==> src/rtl/fetch_queue.sv <==
// Fetch stage: owns the PC, reads instruction memory combinationally,
// and buffers fetched words with their PCs for decode.
module fetch_queue #(
   parameter logic [31:0] RESET_PC   = 32'h0000_0000,
   parameter int unsigned DEPTH      = 2,
   parameter int unsigned IMEM_WORDS = 64
) (
   input  logic        clk,
   input  logic        reset,
   output logic [31:0] imem_a,
   input  logic [31:0] imem_rd,
   input  logic        redirect,
   input  logic [31:0] redirect_pc,
   output logic        out_valid,
   input  logic        out_ready,
   output logic [31:0] out_instr,
   output logic [31:0] out_pc,
   output logic [31:0] out_pcplus8,
   output logic        out_oob
);

   localparam int unsigned PW = (DEPTH > 1) ? $clog2(DEPTH) : 1;
   localparam int unsigned CW = $clog2(DEPTH + 1);
   localparam logic [CW-1:0] FULL = CW'(DEPTH);
   localparam logic [32:0] OOB_LIMIT = 33'(IMEM_WORDS) * 33'd4;

   logic [31:0]   pc_q, pc_d;
   logic [PW-1:0] rd_ptr_q, rd_ptr_d;
   logic [PW-1:0] wr_ptr_q, wr_ptr_d;
   logic [CW-1:0] count_q, count_d;

   logic [31:0] ent_pc_q    [DEPTH];
   logic [31:0] ent_instr_q [DEPTH];
   logic        ent_oob_q   [DEPTH];

   logic head_valid;
   logic deq;
   logic enq;
   logic fetch_oob;

   assign imem_a     = pc_q;
   assign head_valid = (count_q != '0);
   assign out_valid  = head_valid & ~redirect;
   assign deq        = out_valid & out_ready;
   assign enq        = ~redirect & ((count_q != FULL) | deq);
   assign fetch_oob  = ({1'b0, pc_q} >= OOB_LIMIT);

   // Empty buffer presents zeros rather than stale entry contents.
   assign out_instr   = head_valid ? ent_instr_q[rd_ptr_q] : '0;
   assign out_pc      = head_valid ? ent_pc_q[rd_ptr_q] : '0;
   assign out_oob     = head_valid ? ent_oob_q[rd_ptr_q] : 1'b0;
   assign out_pcplus8 = out_pc + 32'd8;

   always_comb begin
      pc_d     = pc_q;
      rd_ptr_d = rd_ptr_q;
      wr_ptr_d = wr_ptr_q;
      count_d  = count_q;
      if (redirect) begin
         pc_d     = {redirect_pc[31:2], 2'b00};
         rd_ptr_d = '0;
         wr_ptr_d = '0;
         count_d  = '0;
      end else begin
         if (enq) begin
            pc_d     = pc_q + 32'd4;
            wr_ptr_d = wr_ptr_q + 1'b1;
         end
         if (deq) begin
            rd_ptr_d = rd_ptr_q + 1'b1;
         end
         count_d = count_q + CW'(enq) - CW'(deq);
      end
   end

   always_ff @(posedge clk) begin
      if (reset) begin
         pc_q     <= RESET_PC;
         rd_ptr_q <= '0;
         wr_ptr_q <= '0;
         count_q  <= '0;
      end else begin
         pc_q     <= pc_d;
         rd_ptr_q <= rd_ptr_d;
         wr_ptr_q <= wr_ptr_d;
         count_q  <= count_d;
      end
   end

   always_ff @(posedge clk) begin
      if (!reset && enq) begin
         ent_pc_q[wr_ptr_q]    <= pc_q;
         ent_instr_q[wr_ptr_q] <= imem_rd;
         ent_oob_q[wr_ptr_q]   <= fetch_oob;
      end
   end

endmodule

==> config.mk <==
export PLATFORM = sky130hd
export DESIGN_NAME = fetch_queue
export DESIGN_NICKNAME = d
export VERILOG_FILES = /design/src/rtl/fetch_queue.sv
export SDC_FILE = /design/constraint.sdc
export NUM_CORES = 1
export LEC_CHECK = 0
export BUFFER_PORTS_ARGS = -buffer_cell sky130_fd_sc_hd__buf_2
export CORE_UTILIZATION = 43
export CTS_CLUSTER_SIZE = 28
export DETAILED_ROUTE_END_ITERATION = 8
export GPL_ROUTABILITY_DRIVEN = 0
export GPL_TIMING_DRIVEN = 0
export PLACE_DENSITY = 0.7
export REMOVE_ABC_BUFFERS = 1
export SLEW_MARGIN = 30
export SYNTH_ARGS = -nofsm -noshare
export SYNTH_HDL_FRONTEND = slang
export SYNTH_SLANG_ARGS = --single-unit
==> constraint.sdc <==
create_clock -name clk -period 9.11 [get_ports clk]
set_input_delay 1.822 -clock clk [delete_from_list [all_inputs] [get_ports clk]]
set_output_delay 1.822 -clock clk [all_outputs]
set_load 0.02 [all_outputs]
Word level (Yosys, flattened, before mapping)
Memories as Yosys holds them, arrays and structs flattened. A register that Yosys moved wholly into a read port is not among the register bits.
Cells that the tools add are included.
Widths: inputs -> output; s select.

cells by class
  $add $sub $neg = 6
  $lt $le $gt $ge = 1
  equality and inequality tests = 1
  mux-type cells = 13
  bitwise logic cells = 5
  reductions and logical operators = 5

operator list
  operator               number
  $mux 32                4
  $add 32x3->32 const B  1
  $add 32x4->32 const B  1
  $ge 32x9->1 const B    1
  $mux 1                 9
  $reduce_bool 2->1      2
  $and 1x1->1            3
  $add 1x1->1 const B    2
  $add 2x1->2            1
  $ne 2x2->1 const B     1
  $reduce_or 2->1        1
  $sub 2x1->2            1
  $logic_and 1x1->1      1
  $logic_not 1->1        1
  $not 1->1              1
  $or 1x1->1             1

word-level totals
  bits in registers = 36
  bits in writable memories = 130
  input port bits = 68
  output and inout port bits = 130
  logic and storage cells = 39
  memories kept = 3

memory list
  name         depth  width  read ports  clocked after memory_dff  wr ports  RTL line  source
  ent_instr_q  2      32     1           1                         1         33        logic [31:0] ent_instr_q [DEPTH];
  ent_pc_q     2      32     1           1                         1         32        logic [31:0] ent_pc_q [DEPTH];
  ent_oob_q    2      1      1           1                         1         34        logic ent_oob_q [DEPTH];

Longest topological paths before layout
  word-level depth = 8
  depth in mapped cells = 11
  depth with buffers taken out = 9

Worst setup path after synthesis
Ideal clock, no wire load.

  path type = in2reg
  start = in out_ready
  end = mem ent_instr_q[1][0], enable pin
  setup time = 661 ps
  data arrival time = 8794 ps
  required time = 8449 ps
  path slack = -345 ps
  stages on the path = 3
  path buffers = 0
  path through = nor2b_1 nor2_1 nor4b_1

between the ends
  cells in the longest elaborated chain, start to end = 6

ends and longest elaborated chain
  what                          RTL line  source
  from (decl)                   15        input logic out_ready,
  $and 1x1->1                   44        assign deq = out_valid & out_ready;
  $or 1x1->1                    45        assign enq = ~redirect & ((count_q != FULL) | deq);
  $and 1x1->1                   45
  $logic_and 1x1->1             91        if (!reset && enq) begin
  $mux 1                        91
  $mux 1 (implied by the code)  93        ent_instr_q[wr_ptr_q] <= imem_rd;
  to (decl)                     33

Every way passes these cells.

==> metrics.md <==
| Metric | Value |
|---|---|
| Row cnt | 48 |
| Setup crit start kind | flip-flop |
| GRT Overall Usage | 19.5% |
| Post-synth top flop | edfxtp_1 |
| Post-synth top cells | 126 x edfxtp_1, 87 x nor2_1, 61 x mux2i_1 |
| WHS | 0.540 ns |
| Die Height | 135 um |
| Worst flop-to-flop path endpoint | ent_instr_q[0][4] |
| Area Growth Syn to Fin | 25.2% |
| Peak supply drop | between 0.0001 and 0.00015 V |
| EDFF count, synth | roughly 130 |
| Post-CTS Hold Fix Bufs | 0 |
| H-tree levels | 4 |
| Core ar. | 0.0172 sq mm |
| Clk Latency, worst-skew pair | ~0.42 ns |
| Router iterations before antenna repair | 6 |
| Worst Path Required | 7.29 ns |
| First-pass GRT wire length | 27.1 mm |
| Nets | 906 |
| Largest buffer count on any clock path | 2 |
| Final Setup Violations | 0 |
| FF-to-FF setup slack | 6.39 ns |
| DR vias/cell | 5.18 |
| Final-report max-slew violation count | 0 |
| Count leader, synth | edfxtp_1 |
| Worst R2R Start | count_q[0] |
| Largest stage delay on the critical path | 0.61 ns |
| Max stage delay cell, worst path | dfxtp_4 |
| Post-layout min period | 5.09 ns |
| Max Clock Skew | 0.00766 ns |
| Horiz. Die Dim | between 100 and 150 um |
| Root Buffer | clkbuf_16 |
| Syn Inst Count | 627 |
| Via count | 5550 |
| Initial antenna violation count | 0 |
| Critical path peak fanout | 32 |
| Initial core utilization | 43.9% |
| Worst setup margin | 4.02 ns |
| Status | finished clean |
| Final Power | 1740 uW |
| Clock slew at the register clock pins of the worst setup and hold paths | 0.06 ns |
| Hold Crit Class | flip-flop to flip-flop |
| Die area | roughly 0.018 sq mm |
| Final hold violation count | 0 |
| Max-slew headroom | 51.4% |
| Critical path cell sequence | buf_12 > mux2_2 > o21ai_0 > inv_1 > ha_1 > nand4_2 > nor4_2 > xor2_1 > buf_2 |
| Crit end category | output pin |
| Setup bufs post-CTS | 0 |
| Worst Hold Depth | 2 |
| Buffers on Ports | 189 |
| Yosys cell types | 58 |
| Worst path depth | 9 |
| Sequential-to-total area share from yosys stat | between 50 and 60% |
| Worst slack, placed | 4.40 ns |
| Clock sink total | ~160 |
| FF-to-FF path depth | 10 |
| Post-CTS Resized | 0 |
| Post-synth top area share | 50.0% |
| WP buf/inv | 3 |
| Post-DRT Antenna Nets | 0 |
| Final TNS setup | 0 ns |
| IO Count | roughly 200 |
| Max cap viols | 0 |
| Max Freq | 196 MHz |
| Family with the most delay on the worst path | simple AND/OR/NAND/NOR gates |
| Grt total ovfl | 0 |
| PD cells | 184 mW/mm^2 |
| Slew @ Worst Pin | around 0.73 ns |
| Area of the mapped netlist | around 0.0076 sq mm |
| Tcrit/Tclk final | 55.9% |
| Vias in the first global route | 5233 |
| Lkg Pwr | 0.00369 uW |
| DPL Wire Length | between 10 and 15 mm |
| DRT Wirelength | about 17 mm |
| Mapped Avg Cell Area | 12.1 sq um |
| DRC | 0 |
| Dominant cells by area after synthesis | edfxtp_1 50%, dfxtp_1 9.3%, mux2i_1 8.1% |
| TritonCTS clock tree | yes |
| Kind of critical path | flip-flop to output pin |
| Synth Warn # | 0 |
| Clock buffers created by TritonCTS | 17 |
| Largest net degree at the start of global routing | 54 |
| Fraction of layout cells with a size suffix above 1 | between 30 and 40% |
| Area leader, netlist | edfxtp_1 |
| Flops & latches, synth | approximately 160 |
| WL/cell | 16.3 um |
| CP Data Arrival Time | between 3 and 4 ns |
| Post-synthesis async set-or-reset flop share | 0% |
| DR iter-0 viols | 237 |
| Hold Crit Start | rd_ptr_q |
| Diode count | 0 |
| Unrepaired setup endpoints after global routing | no |
==> layer usage <==
metal / up-vias / wire (um) / track usage [%]
met5: - / 0 / 0
li1: 2708 / - / -
met3: 22 / 1010 / 4.43
met2: 200 / 8340 / 31.0
met1: 2620 / 7740 / 25.7
met4: 0 / 377 / 8.18
==> cell families after synthesis <==
kind of cell / synth area share [%]
xor+xnor: 6.37
compound gates: 5.85
other cells: 0.0496
buf+inv: 3.79
fa+ha+maj: 0.827
simple gates: 15.6
flops: 59.3
mux: 8.22
==> report_power, final <==
part / internal, uW / switching, uW
sequential: 824 / 28.3
combinational: 67.1 / 114
clock: 430 / 277
total: 1320 / 419
==> final cells by class <==
class                      instances  area, sq um
fill                            1506         7760
sequential                       161         4490
multi-input combinational        417         2840
timing repair buffer             222         1220
clock buffer                      18          429
tap                              225          282
clock inverter                    14          165
inverter                          14         53.8
==> stage by stage <==
step	std cells	instance area [sq um]	utilization [%]
2_1_floorplan	592	7350	-
3_5_place_dp	1039	8880	51.5
3_3_place_gp	1006	8580	49.8
6_report	1071	9480	55.0
4_1_cts	1071	9480	55.0
5_1_grt	1071	9480	55.0
==> worst register-to-register path, stage by stage (launching register included) <==
cell	delay [ns]
dfxtp_1	0.46
nand2b_1	0.28
nor2_1	0.17
nor4_2	0.16
buf_2	0.24
buf_2	0.23
buf_2	0.18
buf_2	0.17
buf_2	0.20
buf_4	0.17
buf_2	0.17
==> how the worst max path moves through the flow <==
stage / endpoint / startpoint / slack, ns
global route: out_pcplus8[31] / flip-flop / 3.72
global placement: ent_instr_q[1][4] / redirect / -4.71
floorplan: ent_instr_q[1][0] / out_ready / -0.34
detailed placement: out_pcplus8[31] / flip-flop / 4.40
finish: out_pcplus8[31] / flip-flop / 4.02
CTS: out_pcplus8[31] / flip-flop / 3.94
==> cell usage in the layout, fill, tap and decap left out, types with 4 or more instances in the layout <==
master and instances:
a211oi_1 25, a21oi_1 12, and3_1 5, and4_1 4, buf_2 213, buf_4 4, clkbuf_16 17, conb_1 6
dfxtp_1 34, edfxtp_1 126, ha_1 5, inv_1 13, mux2i_1 61, nand2_1 34, nand3_1 23, nand3b_1 5
nand4_1 10, nor2_1 86, nor3_1 21, nor4_1 8, nor4_2 10, o21ai_0 6, xnor2_1 27, xor2_1 28
==> state kept, by name (all words and copies together) (netlist names), named ones only <==
| register | count |
|---|---|
| ent_instr_q | 64 |
| count_q | 2 |
| imem_a | 30 |
| ent_pc_q | 60 |
| ent_oob_q | 2 |
| rd_ptr_q | 1 |
| wr_ptr_q | 1 |
Note: power is estimated with default switching activity, not from simulation.
